### src/rtl/alu_muldiv_seq.sv
// Iterative RV32M/RV64M multiply/divide unit: shift-add multiply, restoring divide, one bit per clock.
// Latency: WORD_LENGTH+1 clocks from accept to out_valid; divide-by-zero and signed overflow take 1 clock.
// Backpressure: in_ready only in IDLE; the result is held in DONE until out_ready, with no bypass to a new op.
module alu_muldiv_seq #(
  parameter int WORD_LENGTH = 32,
  parameter int CNT_W       = 6
) (
  input  logic                   clk,
  input  logic                   reset,
  input  logic                   in_valid,
  output logic                   in_ready,
  input  logic [2:0]             op_sel,
  input  logic [WORD_LENGTH-1:0] in_1,
  input  logic [WORD_LENGTH-1:0] in_2,
  output logic                   out_valid,
  input  logic                   out_ready,
  output logic [WORD_LENGTH-1:0] alu_out,
  output logic                   zero,
  output logic                   sign
);

  localparam int W = WORD_LENGTH;
  localparam logic [CNT_W-1:0] CNT_INIT = CNT_W'(WORD_LENGTH);
  localparam logic [CNT_W-1:0] CNT_ONE  = CNT_W'(1);
  localparam logic [W-1:0]     MOST_NEG = {1'b1, {(W-1){1'b0}}};

  localparam logic [2:0] OP_MUL    = 3'd0;
  localparam logic [2:0] OP_MULH   = 3'd1;
  localparam logic [2:0] OP_MULHSU = 3'd2;
  localparam logic [2:0] OP_MULHU  = 3'd3;
  localparam logic [2:0] OP_DIV    = 3'd4;
  localparam logic [2:0] OP_DIVU   = 3'd5;
  localparam logic [2:0] OP_REM    = 3'd6;
  localparam logic [2:0] OP_REMU   = 3'd7;

  typedef enum logic [1:0] {IDLE, CALC, FIX, DONE} state_t;

  state_t state, state_nxt;

  // Latched operation context.
  logic [2:0]       op_q;
  logic             neg_q;      // final result must be negated
  logic             special_q;  // result precomputed at accept, held in acc low half
  logic [CNT_W-1:0] cnt;
  logic [W-1:0]     addend;     // |multiplicand| for multiply, |divisor| for divide
  logic [2*W-1:0]   acc;        // multiply: {partial product, multiplier}; divide: low half is dividend/quotient
  logic [W-1:0]     rem_q;      // divide partial remainder (always < divisor)

  // Accept-time decode.
  logic         a_signed, b_signed, a_neg, b_neg, res_neg;
  logic         div_zero, div_ovf, special;
  logic [W-1:0] a_mag, b_mag, special_val;

  // Iteration datapath.
  logic [W:0]   mul_sum;
  logic [W:0]   div_trial;
  logic         div_ge;
  logic [W-1:0] div_diff;

  // Result selection.
  logic [2*W-1:0] prod_fix;
  logic [W-1:0]   quo_fix, rem_fix, result;

  // Decode operand signedness, magnitudes, result sign and the short-cut cases from the incoming op.
  always_comb begin
    a_signed = (op_sel == OP_MULH) | (op_sel == OP_MULHSU) | (op_sel == OP_DIV) | (op_sel == OP_REM);
    b_signed = (op_sel == OP_MULH) | (op_sel == OP_DIV) | (op_sel == OP_REM);
    a_neg    = a_signed & in_1[W-1];
    b_neg    = b_signed & in_2[W-1];
    a_mag    = a_neg ? -in_1 : in_1;
    b_mag    = b_neg ? -in_2 : in_2;
    // A remainder follows the dividend; products and quotients follow the sign product.
    res_neg  = (op_sel == OP_REM) ? a_neg : (a_neg ^ b_neg);
    div_zero = op_sel[2] & (in_2 == '0);
    div_ovf  = ((op_sel == OP_DIV) | (op_sel == OP_REM)) & (in_1 == MOST_NEG) & (in_2 == '1);
    special  = div_zero | div_ovf;
    // op_sel[1] separates remainders (REM/REMU) from quotients (DIV/DIVU).
    if (div_zero) special_val = op_sel[1] ? in_1 : '1;
    else          special_val = op_sel[1] ? '0 : in_1;
  end

  // One shift-add step and one restoring-divide step, both evaluated from the current registers.
  always_comb begin
    mul_sum   = {1'b0, acc[2*W-1:W]} + (acc[0] ? {1'b0, addend} : '0);
    div_trial = {rem_q, acc[W-1]};
    div_ge    = div_trial >= {1'b0, addend};
    // When div_ge holds the true difference is below the divisor, so W bits are exact.
    div_diff  = div_trial[W-1:0] - addend;
  end

  // Apply sign correction and pick the half/quantity the op asks for.
  always_comb begin
    prod_fix = neg_q ? -acc : acc;
    quo_fix  = neg_q ? -(acc[W-1:0]) : acc[W-1:0];
    rem_fix  = neg_q ? -rem_q : rem_q;
    result   = '0;
    if (special_q) begin
      result = acc[W-1:0];
    end else begin
      case (op_q)
        OP_MUL:                      result = prod_fix[W-1:0];
        OP_MULH, OP_MULHSU, OP_MULHU: result = prod_fix[2*W-1:W];
        OP_DIV, OP_DIVU:             result = quo_fix;
        OP_REM, OP_REMU:             result = rem_fix;
        default:                     result = '0;
      endcase
    end
  end

  // State register.
  always_ff @(posedge clk or posedge reset) begin
    if (reset) state <= IDLE;
    else       state <= state_nxt;
  end

  // Next state and handshake outputs.
  always_comb begin
    state_nxt = state;
    in_ready  = 1'b0;
    out_valid = 1'b0;
    case (state)
      IDLE: begin
        in_ready = 1'b1;
        if (in_valid) state_nxt = special ? FIX : CALC;
      end
      CALC: begin
        if (cnt == CNT_ONE) state_nxt = FIX;
      end
      FIX: begin
        state_nxt = DONE;
      end
      DONE: begin
        out_valid = 1'b1;
        if (out_ready) state_nxt = IDLE;
      end
      default: state_nxt = IDLE;
    endcase
  end

  // Operand capture, iteration and result registers.
  always_ff @(posedge clk or posedge reset) begin
    if (reset) begin
      op_q      <= '0;
      neg_q     <= 1'b0;
      special_q <= 1'b0;
      cnt       <= '0;
      addend    <= '0;
      acc       <= '0;
      rem_q     <= '0;
      alu_out   <= '0;
      zero      <= 1'b1;
      sign      <= 1'b0;
    end else begin
      case (state)
        IDLE: begin
          if (in_valid) begin
            op_q      <= op_sel;
            neg_q     <= res_neg;
            special_q <= special;
            cnt       <= CNT_INIT;
            rem_q     <= '0;
            if (special) begin
              addend <= '0;
              acc    <= {{W{1'b0}}, special_val};
            end else if (op_sel[2]) begin
              addend <= b_mag;
              acc    <= {{W{1'b0}}, a_mag};
            end else begin
              addend <= a_mag;
              acc    <= {{W{1'b0}}, b_mag};
            end
          end
        end
        CALC: begin
          cnt <= cnt - CNT_ONE;
          if (op_q[2]) begin
            rem_q        <= div_ge ? div_diff : div_trial[W-1:0];
            acc[W-1:0]   <= {acc[W-2:0], div_ge};
          end else begin
            acc <= {mul_sum, acc[W-1:1]};
          end
        end
        FIX: begin
          alu_out <= result;
          zero    <= (result == '0);
          sign    <= result[W-1];
        end
        default: ;
      endcase
    end
  end

endmodule
### config.mk
export PLATFORM = sky130hd
export DESIGN_NAME = alu_muldiv_seq
export DESIGN_NICKNAME = d
export VERILOG_FILES = /design/src/rtl/alu_muldiv_seq.sv
export SDC_FILE = /design/constraint.sdc
export NUM_CORES = 1
export LEC_CHECK = 0
export CORE_UTILIZATION = 49
export DETAILED_ROUTE_END_ITERATION = 10
export PLACE_DENSITY = 0.78
export RECOVER_POWER = 100
export SYNTH_ARGS = -nofsm -noshare
export SYNTH_HDL_FRONTEND = slang
export SYNTH_SLANG_ARGS = --single-unit
export TNS_END_PERCENT = 20
### constraint.sdc
create_clock -name clk -period 6.8 [get_ports clk]
set_input_delay 1.7 -clock clk [delete_from_list [all_inputs] [get_ports clk]]
set_output_delay 1.7 -clock clk [all_outputs]
set_load 0.005 [all_outputs]
==> qor.csv, run 1 <==
metric;value;unit
CTS Buffer Depth;2;
total congestion overflow;0;
gr usage total;0.375;
IO Port Bufs;106;
worst-margin pin slew;3.44;ns
die area;0.0359;mm²
H-tree Lvls;4;
Die X;189;µm
XOR/XNOR share of the synthesized area;0.0829;
drt first pass iters;6;
total I/O pin count;107;
Avg Cell Area, Syn;7.37;µm²
Power, Total;8350;µW
Final Setup Violations;0;
largest net degree at the start of global routing;103;
Syn Inst Count;2337;
ys flop type;dfrtp_1;
Root Buffer;clkbuf_16;
postcts setup bufs;0;
leading area contributor after synthesis;dfrtp_1;
max_cap viols;3;
outcome;finished with violations;
design area;0.0190;mm²
hold buffer count at cts;0;
simple-gate share of the synthesized area;0.224;
share of layout cells above drive strength 1;0.0517;
vias;18700;
crit path DAT;6.00;ns
final hold violations;0;
minimum clock period;5.63;ns
vias in the first global route;17200;
Layout area overhead;10.3;%
# rows;68;
Critical Path RT;7.16;ns
die height;189;µm
DP HPWL;52200;µm
Post-synth ARST share;1.00;
# clock sinks;174;
core area;0.0345;mm²
top cells by area, synth;dfrtp_1, o21ai_0, nand2_1;
synth unique cells;78;
violated checks;max-capacitance violations, max-slew violations;
Worst Hold Class;reg2reg;
CTS tree;built;
hold_ws;0.477;ns
multiplexer area fraction after synthesis;0.0534;
Post-Syn Nets;2485;
Slew headroom;-1.31;
EDFF count, synth;0;
FF+latch count, synth;174;
ANT nets after route;0;
unrepaired setup endpoints after global routing;no;
Initial Utilization;0.499;
Worst-path clk slew;0.07;ns
Synth top area share;0.251;
clock latency on the worst-skew pair;0.47;ns
# nets final;2475;
most frequent cells in the layout;nand2_1, o21ai_0, nor2_1;
Adder-Cell Fraction of Synth Area;0.0568;
leakage;0.00789;µW
total wire length;68200;µm
routed length per instance;24.4;µm
Final Util;0.550;
maximum VDD drop;0.283;mV
CP Launch Type;flop;
Placement Cell Area;0.0185;mm²
sequential-to-total area share from yosys stat;0.253;
f_max;0.178;GHz
CTS Buf Count;17;
Pwr Density;439;mW/mm²
initial antenna violation count;2;
Fill cells;3321;
crit path capture type;flop;
vias per cell;6.69;
initial DRC count;2623;
Compound-Gate Fraction of Synth Area;0.272;
final cycle utilization of the critical path;0.828;
number of remaining DRC errors;0;
TNS Setup;0;ns
worst-case clock skew;0.0146;ns
largest family of logic cells by synthesized area;compound AO/OA/AOI/OAI gates;
Slew Limit Fails;179;
Ys Warns;0;
first-pass GRT wire length;103000;µm
Post-Synthesis Cell Area;0.0172;mm²
gpl congestion;1.08;
crit path kind;reg2reg;
Critical Path Fanout Max;31;
ant diodes;0;
Post-CTS Resized;0;
most common cell after layout, fill and taps aside;nand2_1;
==> stage by stage <==
stage / instances / worst slack, ns
floorplan: 2337 / 0.385
global placement: 2763 / 1.54
detailed placement: 2763 / 1.44
CTS: 2795 / 1.91
global route: 2795 / 0.935
finish: 2795 / 1.17
==> cell type report <==
type	count	area, µm²	share of cell area
clock buffer	19	433	0.0228
timing repair buffer	136	1280	0.0673
inverter	97	365	0.0192
multi-input combinational	1901	11900	0.624
clock inverter	13	140	0.00738
tap	455	569	0.0300
sequential	174	4360	0.229
==> synth_stat cells, drive strengths merged (6+ instances only) <==
master and n:
o221ai 13, o31ai 39, a21o 26, nor3 63, nand3 42, o21a 15, and2 11, and3 11
nor4 44, a41o 6, xnor2 84, a211oi 26, nor3b 8, o2111ai 6, xor2 79, o211ai 16
o21bai 14, a2111oi 8, ha 75, mux2i 66, o41ai 15, o311ai 11, clkbuf 146, mux2 23
nor4b 6, a31oi 24, nand2b 18, dfrtp 173, buf 19, a21oi 194, a221oi 8, nor2 210
nor2b 15, nand2 276, inv 96, or3 25, or4 20, a22oi 11, or2 21, o21ai 261
o22ai 19, a41oi 6, nand4 31
==> cell families (layout without fill, tap and decap cells) <==
family / count (synthesis) / after routing
buf+inv: 262 / 265
flops: 174 / 174
mux: 89 / 89
fa+ha+maj: 77 / 77
compound gates: 756 / 756
xor+xnor: 163 / 163
simple gates: 816 / 816
==> path summary, 6_finish.rpt <==
check                                start  depth (start not counted)           to  slack (ns)
worst max register to register      acc[0]                         13         zero        1.17
max in group asynchronous            reset                          2    special_q        2.56
min in group asynchronous            reset                          2  alu_out[12]        2.66
worst min-delay path            alu_out[0]                          1   alu_out[0]        0.48
worst max-delay path                acc[0]                         13         zero        1.17
worst min register to register  alu_out[0]                          1   alu_out[0]        0.48
==> sequential cells by signal (all words and copies together) (netlist names) <==
| signal | cells |
|---|---|
| zero | 1 |
| rem_q | 32 |
| cnt | 6 |
| acc | 64 |
| addend | 32 |
| alu_out | 32 |
| state | 2 |
| op_q | 3 |
| special_q | 1 |
| neg_q | 1 |
==> report_power, final <==
group | switching [µW] | internal [µW]
clock network | 465 | 542
registers | 659 | 1410
logic | 3360 | 1910
==> critical path: stages, from the launching register on <==
cell and delay (ns):
dfrtp_1 0.52, inv_1 0.10, clkbuf_1 1.10, ha_1 0.45
inv_1 0.19, nor3_1 0.79, nand3_1 0.45, nor4b_1 0.43
mux2i_1 0.14, a211oi_1 0.50, o2111ai_1 0.24, nor4_1 0.24
nand4_1 0.13, o32ai_1 0.26
==> metal layers <==
metal	wire (µm)	vias up	global-route usage
met1	27300	8801	0.490
met2	29200	1196	0.564
met5	28	-	0
li1	-	8451	-
met3	7040	249	0.0823
met4	4630	4	0.226
No activity file was read; power rests on OpenSTA's default activity.
==> run 2: changes to the inputs <==
- clock period: 6.8 -> 5.69 ns (I/O delays scaled with it)
==> run 2 against run 1 <==
  * Final area grew 0.70%
  * Via count up 0.32%
  * Hold slack improved by 0.0072 ns
  * Utilization up 0.38 points
  * Critical path type is now in2reg
  * Routed wire length increased by 2.7%
  * Combinational power increased by 24%
  * Register-to-register slack worse by 0.54 ns
  * Sequential power up 14%
  * Critical path depth decreased by 2
  * Global-route usage grew 1.5 points
  * Sequential share of layout area fell by 0.16 points
  * The flow still finishes with violations (max-capacitance violations, max-slew violations)
  * Worst setup slack worse by 0.56 ns
==> qor.csv, run 2 (synthesis gave the netlist of run 1 again) <==
metric;value;unit;change
# nets final;2497;;+0.89%
max reg flops;64;;unchanged
max_cap viols;5;;+2
H-tree Lvls;4;;unchanged
drt first pass iters;6;;unchanged
outcome;finished with violations;;
postcts setup bufs;0;;unchanged
Slew headroom;-0.834;;+0.473
Root Buffer;clkbuf_16;;
DP HPWL;54300;µm;+4.1%
Most Frequent Cell on Critical Path;o21ai_0;;
vias per cell;6.66;;-0.46%
total I/O pin count;107;;unchanged
Post-CTS Resized;0;;unchanged
TNS Setup;0;ns;unchanged
HP Start;alu_out[0];;
final cycle utilization of the critical path;0.894;;
clock network fraction of total power;0.121;;about the same
violated checks;max-capacitance violations, max-slew violations;;
final hold violations;0;;unchanged
Top reg by flops;acc;;
endpoint of the worst register-to-register path;rem_q[30];;
minimum clock period;5.08;ns;
total wire length;70100;µm;+2.7%
Critical Path Fanout Max;19;;-39%
register-to-register setup slack;0.63;ns;-0.54 ns
leakage;0.00798;µW;+1.2%
unrepaired setup endpoints after global routing;no;;
Worst Hold Class;reg2reg;;
CTS Buffer Depth;2;;unchanged
vias in the first global route;17100;;-0.53%
initial antenna violation count;0;;-2
worst-margin pin slew;2.75;ns;-0.691 ns
crit path capture type;flop;;
CP Launch Type;input pin;;
vias;18800;;+0.32%
Flop pwr share;0.232;;-0.016
Logic pwr share;0.647;;+0.016
crit path launch;in_2[6];;
gr usage total;0.389;;+0.0145
Slew Limit Fails;197;;+10%
crit path DAT;5.35;ns;-0.65 ns
worst-case clock skew;0.0183;ns;+0.00374 ns
crit path kind;in2reg;;
hold_ws;0.484;ns;+0.00717 ns
Fill cells;3313;;-0.24%
CTS tree;built;;
CTS Buf Count;17;;unchanged
worst-path cell chain;dlygate4sd3_1 -> or4_1 -> nor4b_1 -> and3_1 -> and2_0 -> nand3_1 -> or2_2 -> o21ai_0 -> o21ai_0 -> o21ai_0 -> o21ai_0;;
# clock sinks;174;;unchanged
WHS Endpoint;alu_out[0];;
most frequent cells in the layout;nand2_1, o21ai_0, nor2_1;;
Initial Utilization;0.499;;unchanged
hold buffer count at cts;0;;unchanged
Critical Path RT;5.96;ns;-1.20 ns
RR Startpoint;acc[31];;
ant diodes;0;;unchanged
# rows;68;;unchanged
die area;0.0359;mm²;unchanged
die height;189;µm;unchanged
gpl congestion;1.10;;+1.2%
Layout area overhead;11.1;%;
Cell Int Power;4650;µW;+20%
Psw;5470;µW;+22%
core area;0.0345;mm²;unchanged
share of layout cells above drive strength 1;0.0580;;+0.00629
Slowest cell on crit path;or4_1;;
IO Port Bufs;106;;unchanged
hold path cells;1;;unchanged
Reg2Reg Depth;13;;unchanged
total congestion overflow;0;;unchanged
Switching Fraction;0.541;;+0.00386
Final Setup Violations;0;;unchanged
routed length per instance;24.9;µm;+1.9%
largest net degree at the start of global routing;97;;-5.8%
Worst-path clk slew;0.07;ns;about the same
Die X;189;µm;unchanged
max incr delay on CP;0.63;ns;-0.47 ns
ANT nets after route;0;;unchanged
number of remaining DRC errors;0;;unchanged
clock latency on the worst-skew pair;0.46;ns;about the same
initial DRC count;2504;;-4.5%
first-pass GRT wire length;106000;µm;+3.3%
f_max;0.197;GHz;
maximum VDD drop;0.280;mV;-1.1%
most common cell after layout, fill and taps aside;nand2_1;;
Pwr Density;529;mW/mm²;+20%
-- run 2: cell types whose count changed in the layout (fill, tap and decap cells not counted), moves of 2 or more --
cell,change
clkbuf_1,+5
clkinv_2,-3
inv_8,+2
buf_4,+15
inv_6,+4
-- run 2: through the flow --
step                      total power [µW]   util  std cells  setup WS (ns)  cell area, µm²
after detailed placement              8700  0.540       2785          0.545           18700
after floorplan                       6420      -       2337           1.59           17200
final                                10100  0.554       2817          0.605           19100
after global routing                 10700  0.554       2817          0.369           19100
after global placement                8600  0.540       2785          0.653           18700
after CTS                             9950  0.557       2817          0.989           19200
-- run 2: worst max-delay path by stage --
stage	end	slack, ns	cells past startpoint
final	acc[24]	0.61	11
after global routing	acc[24]	0.37	11
after CTS	acc[24]	0.99	11
after detailed placement	acc[24]	0.55	11
after global placement	acc[24]	0.65	11
after floorplan	acc[31]	1.59	11
-- run 2: power groups by stage --
stage / Clock [µW] / Sequential, µW / Combinational [µW]
2_1_floorplan: 0 / 1970 / 4450
6_report: 1230 / 2350 / 6550
3_5_place_dp: 0 / 2340 / 6360
4_1_cts: 1240 / 2310 / 6400
5_1_grt: 1280 / 2390 / 6990
3_3_place_gp: 0 / 2320 / 6280
-- run 2: worst max-delay path, delay by kind of cell --
kind                   cells  cell delay (ns)
buffers and inverters      1             0.62
and+or+nand+nor            6             2.31
AOI/OAI and AO/OA          4             1.00
-- run 2: layout make-up --
| type | count | area (µm²) | area share |
|---|---|---|---|
| clock buffer | 18 | 429 | 0.0224 |
| clock inverter | 14 | 153 | 0.00798 |
| inverter | 97 | 365 | 0.0191 |
| multi-input combinational | 1901 | 11800 | 0.619 |
| sequential | 174 | 4360 | 0.228 |
| tap | 455 | 569 | 0.0298 |
| timing repair buffer | 158 | 1420 | 0.0742 |
-- run 2: per-layer routing --
layer,share of wire,GRT usage
met5,0,0
met4,0.061,0.211
met3,0.10,0.0749
met2,0.44,0.597
met1,0.40,0.515
==> RTL change (settings of run 2) <==
The 4 states of `state_t` get a Gray code encoding in 2 bits.
--- a/src/rtl/alu_muldiv_seq.sv
+++ b/src/rtl/alu_muldiv_seq.sv
@@ -35,3 +35,3 @@
 
-  typedef enum logic [1:0] {IDLE, CALC, FIX, DONE} state_t;
+  typedef enum logic [1:0] {IDLE = 2'b00, CALC = 2'b01, FIX = 2'b11, DONE = 2'b10} state_t;
 
Behaviour: no difference found for any inputs over 4 cycles, from zero or initial values and one cycle with reset high; so few cycles prove little.
==> RTL change against run 2 <==
  * The flow still finishes with violations (max-capacitance violations, max-slew violations)
  * First-iteration DRC count down 21%
  * Area after synthesis up 1.3%
  * Worst setup slack improved by 0.26 ns
  * Register-to-register slack improved by 0.39 ns
  * Combinational power rose by 27%
  * Worst hold slack worse by 0.0086 ns
  * Routed wire length is essentially flat
  * Sequential cell count is the same
  * Non-clock buffer count grew 5
  * Design area is 1.2% higher
  * Sequential power up 15%
  * Total power is 20% higher
  * Largest cell class unchanged
==> RTL change: results <==
set metrics [dict create \
    synth_mux_area_share_pct 5.99 \
    whs_path_depth 2 \
    routed_via_density 6.76 \
    synthAdderAreaFrac_pct 5.32 \
    path_max_fanout 18 \
    yosysSeqAreaShare_pct 25.0 \
    grt.total_usage_pct 38.9 \
    grt_pass1_wl_microns 107000 \
    startpoint "in_2[15]" \
    status "finished, violations left" \
    clock_latency_ns 0.48 \
    dpl_cell_area_sq_um 18900 \
    netlist_top_cells_count "nand2_1 (248), nor2_1 (231), o21ai_0 (205)" \
    first_global_vias 17700 \
    post-cts-setup-buffers 0 \
    violations "max-capacitance violations, max-slew violations" \
    worstMarginPinSlew_ns 2.45 \
    synth_compound_area_share_pct 27.9 \
    hold_end "alu_out[2]" \
    holdWs_ns 0.476 \
    dpl_worst_slack_ns 0.611 \
    worst_path_max_delay_cell "or3_1" \
    reg2reg_slack_ns 1.02 \
    reg2reg_to "acc[0]" \
    worstReg2RegStart "addend[4]" \
    finalWeightedCongestion 1.06 \
    worstPathArrival_ns 5.22 \
    cpPeakStageDelay_ns 0.69 \
    layout.nets 2494 \
    grt_max_degree 175 \
    drv_slew 265 \
    ff2ff_path_depth 12 \
    netlist_top_cells_area "dfrtp_1 (25%), o21ai_0 (5.9%), a21oi_1 (5.5%)" \
    drt_iter0_drc 1987 \
    min_from "alu_out[2]" \
    synth_xor_area_share_pct 7.63 \
    wl_microns 70100 \
    vdd_drop_max_v 0.000524 \
    cap_violations 4 \
    p_leak_nw 7.93 \
    drive_gt1_share_pct 5.80 \
]
==> RTL change: cell types whose count changed in the layout (fill, tap and decap cells not counted), moves of 11 or more <==
| cell | change |
|---|---|
| o211ai_1 | +13 |
| or2_2 | -11 |
| a31oi_1 | +20 |
| xor2_1 | -12 |
| nand2_1 | -28 |
| nor2_1 | +21 |
| inv_1 | -14 |
| o21ai_0 | -51 |
==> RTL change: cell type report <==
type	count	area [sq um]
inverters	84	319
clock buffers	17	425
multi-input cells	1910	12100
repair buffers	163	1440
clock inverters	15	145
fillers	3269	15400
well taps	455	569
flip-flops and latches	174	4360
==> RTL change: through the flow <==
step | instances | power [W]
floorplan | 2339 | 0.00799
global placement | 2786 | 0.0106
detailed placement | 2786 | 0.0108
CTS | 2818 | 0.0120
global route | 2818 | 0.0129
finish | 2818 | 0.0122
==> RTL change: worst max-delay path by stage <==
| stage | end | slack, ns | cells past startpoint |
|---|---|---|---|
| 3_5_place_dp | state[1] | 0.61 | 12 |
| 2_1_floorplan | acc[28] | 1.56 | 9 |
| 5_1_grt | state[1] | 0.63 | 12 |
| 4_1_cts | state[1] | 1.09 | 12 |
| 6_report | state[1] | 0.86 | 12 |
| 3_3_place_gp | state[1] | 0.60 | 12 |
==> RTL change: per-layer routing <==
| metal | wire length, microns | up-vias | GRT usage [%] |
|---|---|---|---|
| met3 | 6270 | 213 | 7.43 |
| met4 | 5350 | 0 | 27.4 |
| li1 | - | 8668 | - |
| met1 | 28700 | 9131 | 50.4 |
| met2 | 29700 | 1032 | 57.9 |
| met5 | 0 | - | 0 |
==> RTL change: power by group <==
group          internal [W]  switching, W
Sequential          0.00176      0.000948
Clock              0.000581      0.000601
Combinational       0.00305       0.00524
Total               0.00538       0.00679
